===== config.mk =====
export PLATFORM = sky130hd
export DESIGN_NAME = fetch_unit
export DESIGN_NICKNAME = d
export VERILOG_FILES = /design/src/rtl/fetch_unit.sv
export SDC_FILE = /design/constraint.sdc
export NUM_CORES = 1
export LEC_CHECK = 0
export ABC_AREA = 1
export CORE_UTILIZATION = 45
export DETAILED_ROUTE_END_ITERATION = 10
export PLACE_DENSITY = 0.69
export SLEW_MARGIN = 20
export SYNTH_ARGS = -nofsm -noshare
export SYNTH_HDL_FRONTEND = slang
export SYNTH_SLANG_ARGS = --single-unit

===== constraint.sdc =====
create_clock -name clk -period 2.17 [get_ports clk]
set_input_delay 0.217 -clock clk [delete_from_list [all_inputs] [get_ports clk]]
set_output_delay 0.217 -clock clk [all_outputs]
set_load 0.005 [all_outputs]

===== src/rtl/fetch_unit.sv =====
// fetch_unit: instruction-fetch stage feeding the control decoder.
// Keeps the PC and runs a req/ack handshake with instruction memory.
// Presents one instruction per cycle to decode.
// A 1-entry skid buffer absorbs decode back-pressure.
// Redirects flush the stage, and an accepted HALT stops fetch until reset.
module fetch_unit #(
  parameter int                PC_W     = 16,
  parameter int                INSTR_W  = 16,
  parameter logic [PC_W-1:0]   RESET_PC = 16'h0000
) (
  input  logic               clk,
  input  logic               rst_n,
  output logic               imem_req,
  output logic [PC_W-1:0]    imem_addr,
  input  logic               imem_ack,
  input  logic [INSTR_W-1:0] imem_rdata,
  input  logic               stall,
  input  logic               redirect_valid,
  input  logic [PC_W-1:0]    redirect_pc,
  input  logic               halt,
  output logic               if_valid,
  output logic [INSTR_W-1:0] if_instr,
  output logic [4:0]         if_opcode,
  output logic [PC_W-1:0]    if_pc,
  output logic [PC_W-1:0]    if_pc_plus2,
  output logic               halted
);

  localparam logic [2:0] S_START  = 3'd0;
  localparam logic [2:0] S_REQ    = 3'd1;
  localparam logic [2:0] S_BUF    = 3'd2;
  localparam logic [2:0] S_FLUSH  = 3'd3;
  localparam logic [2:0] S_DRAIN  = 3'd4;
  localparam logic [2:0] S_HALTED = 3'd5;

  localparam logic [INSTR_W-1:0] NOP_INSTR = INSTR_W'(16'h0800);
  localparam logic [PC_W-1:0]    PC_STEP   = PC_W'(2);

  logic [2:0]         state;
  logic [PC_W-1:0]    pc;
  logic [PC_W-1:0]    req_addr;
  logic               skid_valid;
  logic [INSTR_W-1:0] skid_instr;
  logic [PC_W-1:0]    skid_pc;

  logic               accept;
  logic               halt_accept;
  logic               redirect_taken;
  logic [PC_W-1:0]    pc_next;

  // Memory request is held high only in the states that own an outstanding fetch.
  assign imem_req  = (state == S_REQ) || (state == S_FLUSH) || (state == S_DRAIN);
  assign imem_addr = req_addr;
  assign halted    = (state == S_HALTED);
  assign if_opcode = if_instr[INSTR_W-1 -: 5];

  // Decode-side qualifiers.
  // A redirect is ignored once fetch is draining or stopped.
  assign accept         = !if_valid || !stall;
  assign halt_accept    = if_valid && halt && !stall;
  assign redirect_taken = redirect_valid && (state != S_DRAIN) && (state != S_HALTED);
  assign pc_next        = pc + PC_STEP;

  // Fetch FSM, output register and skid buffer, all updated together.
  // Redirect has priority over halt acceptance, and both have priority over new data.
  always_ff @(posedge clk or negedge rst_n) begin
    if (!rst_n) begin
      state       <= S_START;
      pc          <= RESET_PC;
      req_addr    <= RESET_PC;
      if_valid    <= 1'b0;
      if_instr    <= NOP_INSTR;
      if_pc       <= '0;
      if_pc_plus2 <= '0;
      skid_valid  <= 1'b0;
      skid_instr  <= NOP_INSTR;
      skid_pc     <= '0;
    end else begin
      if (redirect_taken) begin
        pc         <= redirect_pc;
        if_valid   <= 1'b0;
        if_instr   <= NOP_INSTR;
        skid_valid <= 1'b0;
      end
      case (state)
        S_START: begin
          req_addr <= redirect_taken ? redirect_pc : pc;
          state    <= S_REQ;
        end
        S_REQ: begin
          if (redirect_taken) begin
            if (imem_ack) begin
              req_addr <= redirect_pc;
            end else begin
              state <= S_FLUSH;
            end
          end else if (halt_accept) begin
            if_valid <= 1'b0;
            state    <= imem_ack ? S_HALTED : S_DRAIN;
          end else if (imem_ack) begin
            pc       <= pc_next;
            req_addr <= pc_next;
            if (accept) begin
              if_valid    <= 1'b1;
              if_instr    <= imem_rdata;
              if_pc       <= req_addr;
              if_pc_plus2 <= req_addr + PC_STEP;
            end else begin
              skid_valid <= 1'b1;
              skid_instr <= imem_rdata;
              skid_pc    <= req_addr;
              state      <= S_BUF;
            end
          end else if (accept && if_valid) begin
            if_valid <= 1'b0;
          end
        end
        S_BUF: begin
          if (redirect_taken) begin
            req_addr <= redirect_pc;
            state    <= S_REQ;
          end else if (halt_accept) begin
            if_valid   <= 1'b0;
            skid_valid <= 1'b0;
            state      <= S_HALTED;
          end else if (!stall) begin
            if_valid    <= skid_valid;
            if_instr    <= skid_instr;
            if_pc       <= skid_pc;
            if_pc_plus2 <= skid_pc + PC_STEP;
            skid_valid  <= 1'b0;
            state       <= S_REQ;
          end
        end
        S_FLUSH: begin
          if (imem_ack) begin
            req_addr <= redirect_taken ? redirect_pc : pc;
            state    <= S_REQ;
          end
        end
        S_DRAIN: begin
          if (imem_ack) begin
            state <= S_HALTED;
          end
        end
        S_HALTED: begin
          if_valid <= 1'b0;
        end
        default: begin
          state <= S_START;
        end
      endcase
    end
  end

endmodule

==> results.env, run 1 <==
CORE-AREA_SQ_UM=14480
SHARE_OF_THE_CYCLE_NEEDED_BY_THE_CRITICAL_PATH_AFTER_ROUTING_PCT=94.47
GP_CONGESTION=0.9112
FRACTION_OF_LAYOUT_CELLS_WITH_A_SIZE_SUFFIX_ABOVE_1_PCT=11.02
ENDPOINT_KIND='output port'
PLACE.DETAILED.HPWL_MM=12.74
YOSYS-MUX-AREA-FRACTION_PCT=2.534
SETUP_TNS_PS=0
CLK_LATENCY_PS=420
CLKTRANSATPATHREGS_PS=50
SYNTH.MOST_COMMON_CELL='sky130_fd_sc_hd__nand2_1'
POST-SYNTH-TOP-AREA-CELL='sky130_fd_sc_hd__dfrtp_1'
WORST_SLEW_PIN_SLEW_PS=492.0
SETUP_CRIT_PATH_KIND='flip-flop to output port'
DRT-PASS1-ITER-COUNT=5
STD_CELL_ROWS=44
POWER.STATIC_LEAKAGE_nW=4.139
ROUTED_WIRE_LENGTH_PER_INSTANCE_UM=14.39
FINAL_MAX_SLEW_VIOL_COUNT=0
MAX_CAP_VIOLATIONS=0
FIN_NETS=1052
CTS_MADE_BUFFERS=17
PLACEMENT.IO_BUFFERS=109
YS_TYPES=44
FIRST_PASS_GRT_WIRE_LENGTH_MM=28.70
SYN-CELL-AREA_SQ_UM=6665
FINAL_CORE_UTIL_PCT=59.41
POST-ROUTE-MIN-PERIOD_PS=2050
NETLIST.AREA_LEADER.SHARE_PCT=42.80
CRITPATHLAUNCHTYPE='flip-flop'
CTS-ROOT-BUF='sky130_fd_sc_hd__clkbuf_16'
START_UTIL_PCT=46.03
GRT_MAX_DEGREE=58
REPORT.FINAL.HOLD_VIOL_COUNT=0
CLOCK-SKEW-FINAL_PS=7.241
NUM_ANTENNA_CELLS=0
FIRST_GLOBAL_VIAS=5749
POSTSYNTH.ASYNCRESETSHARE_PCT=100.0
DESIGN.PORTCOUNT=110
CRITICAL_PATH_PEAK_FANOUT=6
YOSYS-TOP-CELLS-COUNT='sky130_fd_sc_hd__nand2_1 (272), sky130_fd_sc_hd__dfrtp_1 (114), sky130_fd_sc_hd__o21ai_0 (89)'
WORST-ENDPOINT-REQUIRED_PS=1950
DPL.CELL_COUNT=1176
DRC=0
ANTENNA_VIOLATING_NETS_REMAINING=0
SINK_COUNT_OF_THE_CLOCK_TREE=116
SYNTH_FP_NETS=934
SYNTH_SEQ_CELLS=116
CLOCK_TREE.HTREE_LEVEL_COUNT=4
GRT_OVERFLOW_TOTAL=0
UNREPAIRED_SETUP_ENDPOINTS_AFTER_GLOBAL_ROUTING='no'
YS.WARNINGS.COUNT=0
FILLCELLCOUNT=1331
YOSYS.AREA_SHARE.ADDER_PCT=0.3754
FINAL_CELL_AREA_SQ_UM=8602
POWER_mW=12.76
CLOCK_PATH_BUFFERS=2
SYNTH-SEQ-AREA-SHARE_PCT=43.59
PLACEMENT_CELL_AREA_SQ_UM=7996
SYNTH_SIMPLE_GATE_AREA_SHARE_PCT=29.15
STATUS='completed'
SYNTHCELLS=894
FLOW.AREA_GROWTH_FROM_SYNTHESIS_PCT=29.06
DIE_H_UM=123.7
LARGEST_FAMILY_OF_LOGIC_CELLS_BY_SYNTHESIZED_AREA='simple AND/OR/NAND/NOR gates'
YOSYS_MOST_USED_DFF='sky130_fd_sc_hd__dfrtp_1'
HOLD_PATH_CLASS='input pin to asynchronous set/reset pin'
GRT_USE_TOTAL_PCT=24.48
VIAS=6230
SLEW_HEADROOM_PCT=66.95
SYNTH_EDF_COUNT=0
TOP_CELLS_BY_AREA_SYNTH='sky130_fd_sc_hd__dfrtp_1 (43%), sky130_fd_sc_hd__nand2_1 (15%), sky130_fd_sc_hd__o21ai_0 (6.7%), sky130_fd_sc_hd__nand3_1 (5.0%), sky130_fd_sc_hd__inv_1 (4.1%)'
MAX_FREQ_MHz=487.8
INSTANCES_NO_FILL=1209
WORST_EP_ARRIVAL_TIME_PS=1830
WORST_IR_DROP_VDD_mV=0.6444
POSTROUTEWIRELENGTH_MM=17.40
SETUP_VIOL=0
YOSYS.AREA_SHARE.XOR_XNOR_PCT=0.9198
SYN-MEAN-INSTANCE-AREA_SQ_UM=7.455
DIE-AREA_SQ_UM=15300
SYNTH_COMPOUND_AREA_SHARE_PCT=14.74
DIE_OUTLINE_WIDTH_UM=123.7
DRT_FIRST_ITER_VIOLATIONS=585
ROUTED_VIA_DENSITY=5.153
CTS_TREE='done'
GRT_ANTENNA_BEFORE_REPAIR=0
POWER_DENSITY_OVER_THE_CELLS_nW_PER_UM2=1483
-- layout by cell type (no fill, tap or decap), types with 10 or more instances in the layout --
cell type	count
sky130_fd_sc_hd__nor2_1	67
sky130_fd_sc_hd__o21ai_1	23
sky130_fd_sc_hd__nand2_1	272
sky130_fd_sc_hd__inv_1	73
sky130_fd_sc_hd__buf_4	32
sky130_fd_sc_hd__dfrtp_1	112
sky130_fd_sc_hd__nand4_1	12
sky130_fd_sc_hd__mux2_2	10
sky130_fd_sc_hd__clkbuf_16	17
sky130_fd_sc_hd__nand3_1	67
sky130_fd_sc_hd__o211ai_1	15
sky130_fd_sc_hd__clkdlybuf4s50_1	108
sky130_fd_sc_hd__a21oi_1	31
sky130_fd_sc_hd__o21ai_0	89
-- power by group --
part	switching [mW]	internal (mW)
Sequential	0.759	3.12
Combinational	3.41	2.72
Clock	0.988	1.76
-- metrics by stage --
stage	setup WS, ps	hold WS (ps)
2_1_floorplan	211.6	-78.59
3_3_place_gp	105.2	117.4
3_5_place_dp	71.85	118.5
4_1_cts	3.366	220.2
5_1_grt	0.7205	238.3
6_report	119.9	218.8
-- per-layer routing --
| layer | up-vias | share of wire, % | GRT usage, % |
|---|---|---|---|
| li1 | 3164 | - | - |
| met1 | 2876 | 49 | 34.89 |
| met2 | 170 | 45 | 36.88 |
| met3 | 20 | 5.0 | 5.495 |
| met4 | 0 | 1.3 | 7.455 |
| met5 | - | 0 | 0 |
-- critical path, stage by stage, from the launching register on --
cell and delay [ps]:
sky130_fd_sc_hd__dfrtp_2 460, sky130_fd_sc_hd__nor2_2 190, sky130_fd_sc_hd__nand2_2 120, sky130_fd_sc_hd__o21ai_0 100, sky130_fd_sc_hd__clkdlybuf4s50_1 550
-- area by class of cell --
cell class                 instances  area (sq um)  area share [%]
clock buffer                      22         474.2           5.513
clock inverter                    10         105.1           1.222
inverter                          82         316.6           3.680
multi-input combinational        651          3186           37.03
sequential                       116          2908           33.80
tap                              184         230.2           2.676
timing repair buffer             144          1383           16.07
-- worst paths after layout --
path                                    to  depth (start not counted)           start  slack, ps
max                               imem_req                          4        state[0]        120
min                              if_pc[12]                          2           rst_n        220
max reg2reg                if_pc_plus2[11]                         11        state[0]        190
min reg2reg                 if_pc_plus2[2]                          2  if_pc_plus2[2]        470
max in group asynchronous     if_instr[11]                          3           rst_n       1320
min in group clk             skid_instr[8]                          3   imem_rdata[8]        380
-- logic make-up after synthesis --
family,count (synthesis)
compound gates,179
simple gates,448
flops,116
xor+xnor,7
fa+ha+maj,2
mux,15
buf+inv,127
-- sequential cells by signal (all words and copies together) (netlist names) --
name	flops
state	3
if_valid	1
pc	16
imem_addr	16
skid_valid	1
skid_instr	16
skid_pc	16
if_instr	16
if_pc	16
if_pc_plus2	15
-- timing repair --
action | in CTS | in global routing
setup endpoints to repair | 1 | 10
hold endpoints to repair | 17 | 0
hold buffers | 1 | 0
gates resized for setup | 1 | 7
setup buffers | 0 | 0
pin swaps | 0 | 1
Power figures use the tool's default switching activity.
==> run 2: changes to the inputs <==
Settings changed: CAP_MARGIN set to 10, CELL_PAD_IN_SITES_DETAIL_PLACEMENT set to 2, CELL_PAD_IN_SITES_GLOBAL_PLACEMENT set to 2, CORE_UTILIZATION 45 to 25, PLACE_DENSITY 0.69 to unset, PLACE_DENSITY_LB_ADDON set to 0.1.
==> run 2 against run 1 <==
Effect of this change:
- the flow now finishes with violations (DRC)
- final cell count increased by 14%
- clock power increased by 12%
- combinational power is 12% higher
- power up 8.5%
==> results.env, run 2 (same netlist as run 1, synthesis figures left out) <==
STATUS='finished with violations'
VIOLATIONS='DRC'
FIN_NETS=1075
FIRST_GLOBAL_VIAS=6992
WORST_SLEW_PIN_SLEW_PS=504.5
FIRST_PASS_GRT_WIRE_LENGTH_MM=39.45
P_SW_mW=5.853
WORST_IR_DROP_VDD_mV=0.3904
SHARE_OF_THE_CYCLE_NEEDED_BY_THE_CRITICAL_PATH_AFTER_ROUTING_PCT=96.37
POWER.STATIC_LEAKAGE_nW=4.285
GRT_USE_TOTAL_PCT=19.25
DIE_H_UM=165.3
CRITICAL_PATH_PEAK_FANOUT=7
CLOCKPOWERSHARE_PCT=22.2
POSTROUTEWIRELENGTH_MM=24.93
STD_CELL_ROWS=59
R2R_SETUP_SLACK_PS=160
WORSTREGTOREGCELLS=9
ROUTED_VIA_DENSITY=4.763
POWER_DENSITY_OVER_THE_CELLS_nW_PER_UM2=1524
GP_CONGESTION=0.8222
WORST-ENDPOINT-REQUIRED_PS=1950
SWITCHING_SHARE_PCT=42.30
PLACE.DETAILED.HPWL_MM=18.40
FINAL_CORE_UTIL_PCT=34.75
VIAS=6587
REG2REG_TO='if_pc_plus2[11]'
ANTENNA_VIOLATING_NETS_REMAINING=0
CP-ENDPOINT='halted'
CRITPATHLAUNCHTYPE='flip-flop'
TIMING.CRITICAL_PATH.FROM='state[1]'
COMB_POWER_SHARE_PCT=49.6
MAX_FREQ_MHz=478.2
UNREPAIRED_SETUP_ENDPOINTS_AFTER_GLOBAL_ROUTING='no'
INTERNAL-POWER_mW=7.986
CLKTRANSATPATHREGS_PS=60
CORE-AREA_SQ_UM=26130
GRT_MAX_DEGREE=81
ENDPOINT_KIND='output port'
PLACEMENT.IO_BUFFERS=109
CTS_TREE='done'
POWER_mW=13.84
NUM_ANTENNA_CELLS=0
SINK_COUNT_OF_THE_CLOCK_TREE=116
DRT-PASS1-ITER-COUNT=7
FRACTION_OF_LAYOUT_CELLS_WITH_A_SIZE_SUFFIX_ABOVE_1_PCT=13.45
FILLCELLCOUNT=3101
CLOCK_PATH_BUFFERS=2
FLOW.AREA_GROWTH_FROM_SYNTHESIS_PCT=36.23
REPORT.FINAL.HOLD_VIOL_COUNT=0
GRT_ANTENNA_BEFORE_REPAIR=0
HOLD_PATH_CLASS='input pin to flip-flop'
MAX_CAP_VIOLATIONS=0
CP_CELL_SEQUENCE='inv_2, nand2_2, nor2_4, buf_4, clkdlybuf4s50_1'
SETUP_VIOL=0
START_UTIL_PCT=25.51
POST-ROUTE-MIN-PERIOD_PS=2091
MAX_STAGE_DELAY_PS=510
WORST_EP_ARRIVAL_TIME_PS=1870
P_SEQ_SHARE_PCT=28.2
CTS-ROOT-BUF='sky130_fd_sc_hd__clkbuf_16'
WORST_FLOP_TO_FLOP_PATH_STARTPOINT='state[2]'
LAYOUT.CELLS.MOST_COMMON='sky130_fd_sc_hd__nand2_1'
FINAL_MAX_SLEW_VIOL_COUNT=0
DESIGN.PORTCOUNT=110
SETUP_CRIT_PATH_KIND='flip-flop to output port'
MOST-COMMON-LAYOUT-CELLS='sky130_fd_sc_hd__nand2_1 (271), sky130_fd_sc_hd__dfrtp_1 (112), sky130_fd_sc_hd__clkdlybuf4s50_1 (107)'
DIE_OUTLINE_WIDTH_UM=165.3
SLOWEST_STAGE='sky130_fd_sc_hd__clkdlybuf4s50_1'
SLEW_HEADROOM_PCT=66.37
DIE-AREA_SQ_UM=27320
CTS_MADE_BUFFERS=17
DRC=18
CLOCK-SKEW-FINAL_PS=13.55
DRT_FIRST_ITER_VIOLATIONS=296
CLK_LATENCY_PS=430
CLOCK_TREE.HTREE_LEVEL_COUNT=4
ROUTED_WIRE_LENGTH_PER_INSTANCE_UM=18.03
GRT_OVERFLOW_TOTAL=0
[run 2: cell count changes in the layout (fill, tap and decap cells not counted), sizes merged]
cell           change
bufinv             +1
clkinv             -4
clkdlybuf4s50      -1
clkinvlp           +2
inv                +4
buf               +23
clkbuf             -3
dlygate4sd2        +1
[run 2: layer usage]
layer  up-vias  GRT usage (%)  part of all wire, %
met2       118          32.92                   49
met4         0          6.797                  2.1
met3        29          2.797                  2.8
li1       3211              -                    -
met1      3229          24.55                   46
met5         -              0                    0
[run 2: critical path, delay by kind of cell, from the launching register on]
kind / cells / cell delay (ps)
flops: 1 / 470
simple gates: 2 / 230
buf+inv: 3 / 750
[run 2: timing repair]
| item | in CTS | in global routing |
|---|---|---|
| pin swaps | 0 | 2 |
| hold endpoints to repair | 114 | 0 |
| hold buffers | 1 | 0 |
| resized for setup | 6 | 4 |
| endpoints found under the setup margin | 8 | 7 |
| setup buffers | 0 | 3 |
[run 2: worst min-delay path by stage]
stage / from / depth (start not counted) / to / slack [ps]
2_1_floorplan: rst_n / 0 / if_instr[0] / -80
3_3_place_gp: rst_n / 2 / pc[7] / 320
3_5_place_dp: rst_n / 2 / imem_addr[8] / 320
4_1_cts: imem_rdata[0] / 3 / skid_instr[0] / 360
5_1_grt: imem_rdata[0] / 3 / skid_instr[0] / 390
6_report: imem_rdata[0] / 3 / skid_instr[0] / 370
[run 2: per-stage QoR]
stage               setup TNS [ps]  cells  hold slack, ps  instance area [sq um]  setup WS (ps)
finish                           0   1383           370.4                   9080          78.77
global route                     0   1383           394.9                   9080         0.1323
CTS                        -0.4763   1380           360.3                   9042        -0.4763
detailed placement          -28.66   1347           319.9                   8398         -22.51
global placement            -1.241   1347           320.5                   8398         -1.241
floorplan                        0    894          -78.59                   6665          211.6
[run 2: layout make-up]
cell class                      instances  area (sq um)  share of cell area, %
Clock buffer                           19         452.9                  4.988
Clock inverter                         13         171.4                  1.888
Inverter                               82         311.5                  3.431
Multi-Input combinational cell        651          3204                  35.29
Sequential cell                       116          2908                  32.02
Tap cell                              335         419.2                  4.616
Timing Repair Buffer                  167          1613                  17.76
[run 2: power by group through the flow]
stage	clock network (mW)	logic (mW)	registers (mW)
6_report	3.07	6.87	3.90
3_3_place_gp	0	6.78	3.95
4_1_cts	3.14	6.99	3.93
5_1_grt	3.22	7.74	4.04
2_1_floorplan	0	3.75	3.73
3_5_place_dp	0	6.92	3.96
